--- src/rtl/arb_pkg.sv ---
// Shared definitions for mem_port_arbiter: FSM state encoding and requester IDs.
package arb_pkg;

  typedef enum logic [1:0] {
    ST_IDLE    = 2'd0,
    ST_BUSY_IF = 2'd1,
    ST_BUSY_LS = 2'd2
  } arb_state_e;

  localparam int REQ_IF = 0;
  localparam int REQ_LS = 1;

endpackage

--- src/rtl/arb_pick.sv ---
// Two-requester pick logic: fixed LS priority, or round-robin when ARB_ROUND_ROBIN_EN is defined.
module arb_pick
  import arb_pkg::*;
(
`ifdef ARB_ROUND_ROBIN_EN
  input  logic       i_clk,
  input  logic       i_rst,
`endif
  input  logic [1:0] req,
  output logic [1:0] gnt
);

`ifdef ARB_ROUND_ROBIN_EN
  // Set when LS was the most recent winner; reset state means fetch went last.
  logic last_ls;

  always_comb begin
    gnt = '0;
    if (req[REQ_IF] && req[REQ_LS]) begin
      if (last_ls) gnt[REQ_IF] = 1'b1;
      else         gnt[REQ_LS] = 1'b1;
    end else begin
      gnt = req;
    end
  end

  always_ff @(posedge i_clk) begin
    if (i_rst)     last_ls <= 1'b0;
    else if (|gnt) last_ls <= gnt[REQ_LS];
  end
`else
  always_comb begin
    gnt = '0;
    if (req[REQ_LS])      gnt[REQ_LS] = 1'b1;
    else if (req[REQ_IF]) gnt[REQ_IF] = 1'b1;
  end
`endif

endmodule

--- src/rtl/mem_port_arbiter.sv ---
// Single-outstanding arbiter sharing one memory port between fetch and load/store.
// Optional round-robin tie-break selected by the ARB_ROUND_ROBIN_EN macro.
module mem_port_arbiter
  import arb_pkg::*;
#(
  parameter int AW = 32,
  parameter int DW = 32
) (
  input  logic            i_clk,
  input  logic            i_rst,

  input  logic            i_if_req,
  input  logic [AW-1:0]   i_if_addr,
  input  logic            i_if_flush,
  output logic            o_if_gnt,
  output logic            o_if_rvalid,
  output logic [DW-1:0]   o_if_rdata,

  input  logic            i_ls_req,
  input  logic            i_ls_we,
  input  logic [DW/8-1:0] i_ls_be,
  input  logic [AW-1:0]   i_ls_addr,
  input  logic [DW-1:0]   i_ls_wdata,
  output logic            o_ls_gnt,
  output logic            o_ls_rvalid,
  output logic [DW-1:0]   o_ls_rdata,

  output logic            o_mem_req,
  output logic            o_mem_we,
  output logic [DW/8-1:0] o_mem_be,
  output logic [AW-1:0]   o_mem_addr,
  output logic [DW-1:0]   o_mem_wdata,
  input  logic            i_mem_ack,
  input  logic [DW-1:0]   i_mem_rdata
);

  arb_state_e      state_q;
  logic            mem_req_q;
  logic            mem_we_q;
  logic [DW/8-1:0] mem_be_q;
  logic [AW-1:0]   mem_addr_q;
  logic [DW-1:0]   mem_wdata_q;
  logic            if_rvalid_q;
  logic            ls_rvalid_q;
  logic [DW-1:0]   if_rdata_q;
  logic [DW-1:0]   ls_rdata_q;
  logic            if_flushed_q;

  logic            idle_ok;
  logic [1:0]      req_v;
  logic [1:0]      gnt_v;

  // Grants are only offered from IDLE and never while reset is held.
  assign idle_ok        = (state_q == ST_IDLE) && !i_rst;
  assign req_v[REQ_IF]  = idle_ok && i_if_req && !i_if_flush;
  assign req_v[REQ_LS]  = idle_ok && i_ls_req;

  arb_pick u_pick (
`ifdef ARB_ROUND_ROBIN_EN
    .i_clk (i_clk),
    .i_rst (i_rst),
`endif
    .req   (req_v),
    .gnt   (gnt_v)
  );

  assign o_if_gnt    = gnt_v[REQ_IF];
  assign o_ls_gnt    = gnt_v[REQ_LS];
  assign o_mem_req   = mem_req_q;
  assign o_mem_we    = mem_we_q;
  assign o_mem_be    = mem_be_q;
  assign o_mem_addr  = mem_addr_q;
  assign o_mem_wdata = mem_wdata_q;
  assign o_if_rdata  = if_rdata_q;
  assign o_ls_rdata  = ls_rdata_q;
  assign o_ls_rvalid = ls_rvalid_q;
  // A redirect arriving in the delivery cycle still kills the fetch pulse.
  assign o_if_rvalid = if_rvalid_q && !i_if_flush;

  always_ff @(posedge i_clk) begin
    if (i_rst) begin
      state_q      <= ST_IDLE;
      mem_req_q    <= 1'b0;
      mem_we_q     <= 1'b0;
      mem_be_q     <= '0;
      mem_addr_q   <= '0;
      mem_wdata_q  <= '0;
      if_rvalid_q  <= 1'b0;
      ls_rvalid_q  <= 1'b0;
      if_rdata_q   <= '0;
      ls_rdata_q   <= '0;
      if_flushed_q <= 1'b0;
    end else begin
      if_rvalid_q <= 1'b0;
      ls_rvalid_q <= 1'b0;
      case (state_q)
        ST_IDLE: begin
          if (gnt_v[REQ_LS]) begin
            state_q     <= ST_BUSY_LS;
            mem_req_q   <= 1'b1;
            mem_we_q    <= i_ls_we;
            mem_be_q    <= i_ls_be;
            mem_addr_q  <= i_ls_addr;
            mem_wdata_q <= i_ls_wdata;
          end else if (gnt_v[REQ_IF]) begin
            state_q      <= ST_BUSY_IF;
            mem_req_q    <= 1'b1;
            mem_we_q     <= 1'b0;
            mem_be_q     <= '1;
            mem_addr_q   <= i_if_addr;
            mem_wdata_q  <= '0;
            if_flushed_q <= 1'b0;
          end
        end
        ST_BUSY_IF: begin
          // The memory access always runs to completion; a flush only drops the result.
          if (i_mem_ack) begin
            state_q   <= ST_IDLE;
            mem_req_q <= 1'b0;
            if (!(if_flushed_q || i_if_flush)) begin
              if_rdata_q  <= i_mem_rdata;
              if_rvalid_q <= 1'b1;
            end
          end else if (i_if_flush) begin
            if_flushed_q <= 1'b1;
          end
        end
        ST_BUSY_LS: begin
          if (i_mem_ack) begin
            state_q     <= ST_IDLE;
            mem_req_q   <= 1'b0;
            ls_rdata_q  <= i_mem_rdata;
            ls_rvalid_q <= 1'b1;
          end
        end
        default: begin
          state_q   <= ST_IDLE;
          mem_req_q <= 1'b0;
        end
      endcase
    end
  end

endmodule

--- config.mk ---
export PLATFORM = sky130hd
export DESIGN_NAME = mem_port_arbiter
export DESIGN_NICKNAME = d
export VERILOG_FILES = /design/src/rtl/arb_pkg.sv /design/src/rtl/arb_pick.sv /design/src/rtl/mem_port_arbiter.sv
export SDC_FILE = /design/constraint.sdc
export NUM_CORES = 1
export LEC_CHECK = 0
export ABC_AREA = 1
export CORE_UTILIZATION = 40
export CTS_CLUSTER_DIAMETER = 40
export DETAILED_ROUTE_END_ITERATION = 10
export PLACE_DENSITY = 0.87
export SLEW_MARGIN = 30
export SYNTH_ARGS = -nofsm -noshare
export SYNTH_HDL_FRONTEND = slang
export SYNTH_SLANG_ARGS = --single-unit
--- constraint.sdc ---
create_clock -name i_clk -period 2.3 [get_ports i_clk]
set_input_delay 0.69 -clock i_clk [delete_from_list [all_inputs] [get_ports i_clk]]
set_output_delay 0.69 -clock i_clk [all_outputs]
set_load 0.05 [all_outputs]
# --- Word level (Yosys, flattened, before mapping) ---
# Cells that the tools add are included.
# W data, S select, Z words.
totals:
  register_bits: 139
  in_bits: 139
  elab_cells: 67
classes:
  eq_ne: 8
  mux: 25
  bitwise_logic: 4
  n_reduce_logical: 19
op_table:
  columns: ["cell", "count"]
  rows:
  - ["$mux W32", 4]
  - ["$mux W1", 13]
  - ["$mux W4", 2]
  - ["$ne A2 B2 Y1 const B", 4]
  - ["$mux W2", 3]
  - ["$reduce_and A2 Y1", 3]
  - ["$logic_and A1 B1 Y1", 5]
  - ["$reduce_and A5 Y1", 1]
  - ["$not A1 Y1", 4]
  - ["$pmux W1 S2", 2]
  - ["$pmux W2 S2", 1]
  - ["$reduce_bool A2 Y1", 2]
  - ["$reduce_or A2 Y1", 2]
  - ["$ne A3 B3 Y1 const B", 1]
  - ["$reduce_and A3 Y1", 1]
  - ["$reduce_or A3 Y1", 1]
  - ["$eq A2 B1 Y1 const B", 1]
  - ["$eq A2 B2 Y1 const B", 1]
  - ["$logic_not A1 Y1", 2]
  - ["$logic_not A2 Y1", 1]
  - ["$ne A2 B1 Y1 const B", 1]
  - ["$logic_or A1 B1 Y1", 1]

# --- Longest topological paths before layout ---
depth:
  depth_word: 9
  ltp_mapped: 10
  mapped_depth_nobuf: 10

# --- Cells and area by module ---
# A second synthesis with hierarchy kept.
hier_totals:
  cells_unflattened: 743
  hier_area_um2: 5387.7
modules_own_cells:
  columns: ["mod", "n_inst", "cells_each", "area_each_um2", "seq_area_each_um2"]
  rows:
  - ["mem_port_arbiter", 1, 740, 5370.2, 2782.7]
  - ["arb_pick", 1, 3, 17.5, 0.0]

# --- Worst setup path after synthesis ---
# Ideal clock, no wire load.
synth_timing:
  kind: "in2out"
  start: "in i_rst"
  end: "out o_ls_gnt"
  arrival_time_ns: 1.402
  required_ns: 1.610
  slack_ns: 0.208
  stages: 6
  cell_sequence: "buf_6 inv_4 nand2_1 nor2_2 buf_4 buf_6"
synth_between:
  elab_chain_len: 4
synth_lines:
  columns: ["element", "line_no", "rtl"]
  rows:
  - ["start: declaration", "mem_port_arbiter.sv:10", "input logic i_rst,"]
  - ["$logic_not A1 Y1", "mem_port_arbiter.sv:54", "assign idle_ok = (state_q == ST_IDLE) && !i_rst;"]
  - ["$logic_and A1 B1 Y1", "mem_port_arbiter.sv:54", null]
  - ["$logic_and A1 B1 Y1", "mem_port_arbiter.sv:56", "assign req_v[REQ_LS] = idle_ok && i_ls_req;"]
  - ["$mux W1", "arb_pick.sv:34", "if (req[REQ_LS]) gnt[REQ_LS] = 1'b1;"]
  - ["end: declaration", "mem_port_arbiter.sv:24", "output logic o_ls_gnt,"]
# No other way between the ends.

# --- Worst setup path after layout ---
layout_timing:
  start: "in i_if_flush"
  end: "out o_if_gnt"
layout_between:
  elab_chain_len: 4
layout_lines:
  columns: ["element", "line_no", "rtl"]
  rows:
  - ["start: declaration", "mem_port_arbiter.sv:14", "input logic i_if_flush,"]
  - ["$logic_not A1 Y1", "mem_port_arbiter.sv:55", "assign req_v[REQ_IF] = idle_ok && i_if_req && !i_if_flush;"]
  - ["$logic_and A1 B1 Y1", "mem_port_arbiter.sv:55", null]
  - ["$mux W1", "arb_pick.sv:35", "else if (req[REQ_IF]) gnt[REQ_IF] = 1'b1;"]
  - ["$mux W1", "arb_pick.sv:34", null]
  - ["end: declaration", "mem_port_arbiter.sv:15", "output logic o_if_gnt,"]
# No other way between the ends.

==> results_dict.tcl <==
set metrics [dict create \
    fin_area_sq_mm 0.00900 \
    drive_above_1_share 0.106 \
    path_clk_slew_ns 0.06 \
    finalWorstSetupSlack_ns 0.00205 \
    wl_per_cell_um 15.1 \
    p_comb_frac 0.249 \
    antenna_found_initial 1 \
    p_total_mw 7.20 \
    slew_viol_final 0 \
    fmax_mhz 435 \
    tns_ns 0 \
    portBuffers 276 \
    maxCapViolCount 0 \
    p_int_mw 4.99 \
    cellPowerDensity_mw_per_mm2 800 \
    seq_area_sq_mm 0.00278 \
    hp-class "reg -> reg" \
    peakVddDrop_uv 450 \
    synth.avg_cell_area_sq_um 7.79 \
    slew-limit-headroom 0.621 \
    synth_seq_area_share 0.529 \
    slowest_delay_ns 0.43 \
    core-area_sq_mm 0.0127 \
    drtAntennaViolNets 0 \
    worstMarginPinSlew_ns 0.568 \
    grt_overflow 0 \
    cts_buffer_depth 2 \
    slowest_stage "clkdlybuf4s50_1" \
    wl_mm 17.1 \
    drc 0 \
    gp_congestion 0.748 \
    drtIter0Drc 323 \
    die_h_um 117 \
    synth_area_sq_mm 0.00526 \
    final_util 0.708 \
    cp_num_buf_inv 3 \
    hold_ws_ns 0.458 \
    ios 277 \
    grt_pass1_vias 5235 \
    arrival_ns 1.61 \
    ys_types 24 \
    leakagePower_nw 4.32 \
    final_cell_mix "clkdlybuf4s50_1 (213), nor2_1 (140), dfxtp_1 (139)" \
    htree_num_levels 4 \
    p_switching_mw 2.21 \
    grt_max_degree 66 \
    cp.required_ns 1.61 \
    status "finished, final reports clean" \
    synth_nets 817 \
    dp_cells 1095 \
    final_common_cell "clkdlybuf4s50_1" \
    track_usage 0.240 \
    syn_to_final_growth_pct 71.3 \
    synth_cells 675 \
    cp_max_fo 2 \
    ys_ff_latch 139 \
    period_needed_ns 2.30 \
    dieArea_sq_mm 0.0136 \
    start_util 0.413 \
    root_buffer "clkbuf_16" \
    startpoint_type "input pin" \
    layout.nets 1085 \
    crit_family "buffers and inverters" \
    rsz0062_at_grt "yes" \
    setup_viol 0 \
    detail_route.vias_per_cell 4.94 \
    finalHoldViolCount 0 \
    cts.sinks 139 \
    crit_chain "clkdlybuf4s50_1, nor2_2, nand3_2, inv_2, buf_12" \
    path_class "in -> out" \
    vias 5577 \
    power.share.sequential 0.371 \
    grt_pass1_wl_mm 25.1 \
    die_x_um 117 \
    dp_hpwl_mm 11.2 \
    multiInputGateArea_sq_mm 0.00218 \
    swShare 0.307 \
    min_period_over_period 0.999 \
    critPathCaptureType "primary output" \
    place_ws_ns -0.182 \
    clock_latency_ns 0.42 \
    dr.pass1.iters 5 \
    postPlaceCellArea_sq_mm 0.00823 \
    fp-row-count 41 \
    skew_ns 0.00946 \
    n_fill_cell 944 \
    cts_tree "yes" \
    cts_made_buffers 17 \
    clockPowerShare 0.381 \
    fin_cells 1129 \
    yosysWarnings 0 \
]
cell families after synthesis:
logic type                 after synthesis  synth area share
DFF                                    139             0.529
and+or+nand+nor                        264             0.209
buffers and inverters                   68            0.0628
adders and majority gates                3           0.00714
AOI/OAI and AO/OA                      201             0.191
synth_stat cells:
master / number / area, sq um
dfxtp_1: 139 / 2780
buf_2: 12 / 60.1
buf_6: 5 / 56.3
nand2_4: 1 / 11.3
nand3_1: 5 / 25.0
inv_2: 3 / 11.3
clkbuf_2: 1 / 5.00
nand2_2: 1 / 6.26
ha_1: 3 / 37.5
buf_4: 5 / 37.5
buf_1: 1 / 3.75
a21oi_1: 69 / 345
or2_2: 30 / 188
nor2_2: 1 / 6.26
clkbuf_1: 24 / 90.1
or2_1: 2 / 12.5
nand4_1: 1 / 6.26
nor2_1: 142 / 533
nand2_1: 80 / 300
inv_4: 1 / 6.26
o21ai_0: 107 / 536
inv_1: 16 / 60.1
nor2_4: 1 / 11.3
o21ai_1: 25 / 125
power by group through the flow:
stage | registers (mW) | logic (mW) | clock network (mW)
2_1_floorplan | 3.30 | 0.484 | 0
5_1_grt | 2.69 | 1.91 | 2.89
6_report | 2.67 | 1.79 | 2.74
3_3_place_gp | 2.71 | 1.75 | 0
3_5_place_dp | 2.72 | 1.77 | 0
4_1_cts | 2.67 | 1.79 | 2.79
tightest hold or removal path: stages, from the launching register on:
cell,delay (ns)
dfxtp_1,0.31
nand2_1,0.06
a21oi_1,0.05
sequential cells by signal (all words and copies together) (netlist names), 2 cells and up:
register and flops:
o_if_rdata 32, o_ls_rdata 32, o_mem_addr 32, o_mem_wdata 32
o_mem_be 4, state_q 2
final timing paths:
path | start | endpoint | slack, ns | cells past startpoint
max | i_if_flush | o_if_gnt | 0.002 | 5
min | o_mem_wdata[31]$_SDFFE_PP0P_ | o_mem_wdata[31]$_SDFFE_PP0P_ | 0.46 | 2
max reg2reg | state_q[0]$_SDFFE_PP0P_ | o_mem_wdata[1]$_SDFFE_PP0P_ | 0.45 | 9
min reg2reg | o_mem_wdata[31]$_SDFFE_PP0P_ | o_mem_wdata[31]$_SDFFE_PP0P_ | 0.46 | 2
final cells by class:
| class | instances | share of cell area |
|---|---|---|
| Clock inverter | 10 | 0.0126 |
| Timing Repair Buffer | 297 | 0.350 |
| Clock buffer | 22 | 0.0538 |
| Inverter | 20 | 0.00861 |
| Sequential cell | 139 | 0.309 |
| Tap cell | 172 | 0.0239 |
| Antenna cell | 1 | 0.000278 |
| Multi-Input combinational cell | 468 | 0.242 |
per-layer routing:
layer  vias to the layer above  wire length, um  global-route usage
li1                       2733                -                   -
met1                      2566             6380               0.242
met2                       241             8510               0.420
met3                        37             1730               0.110
met4                         0              485               0.118
met5                         -                0                   0
what timing repair did:
action                     in CTS  in global routing
setup endpoints to repair       3                 58
hold buffers                    0                  0
pin swaps                       2                  1
gates resized for setup         7                 57
buffers inserted                1                  0
gates cloned                    0                  0
Power figures use the tool's default switching activity.
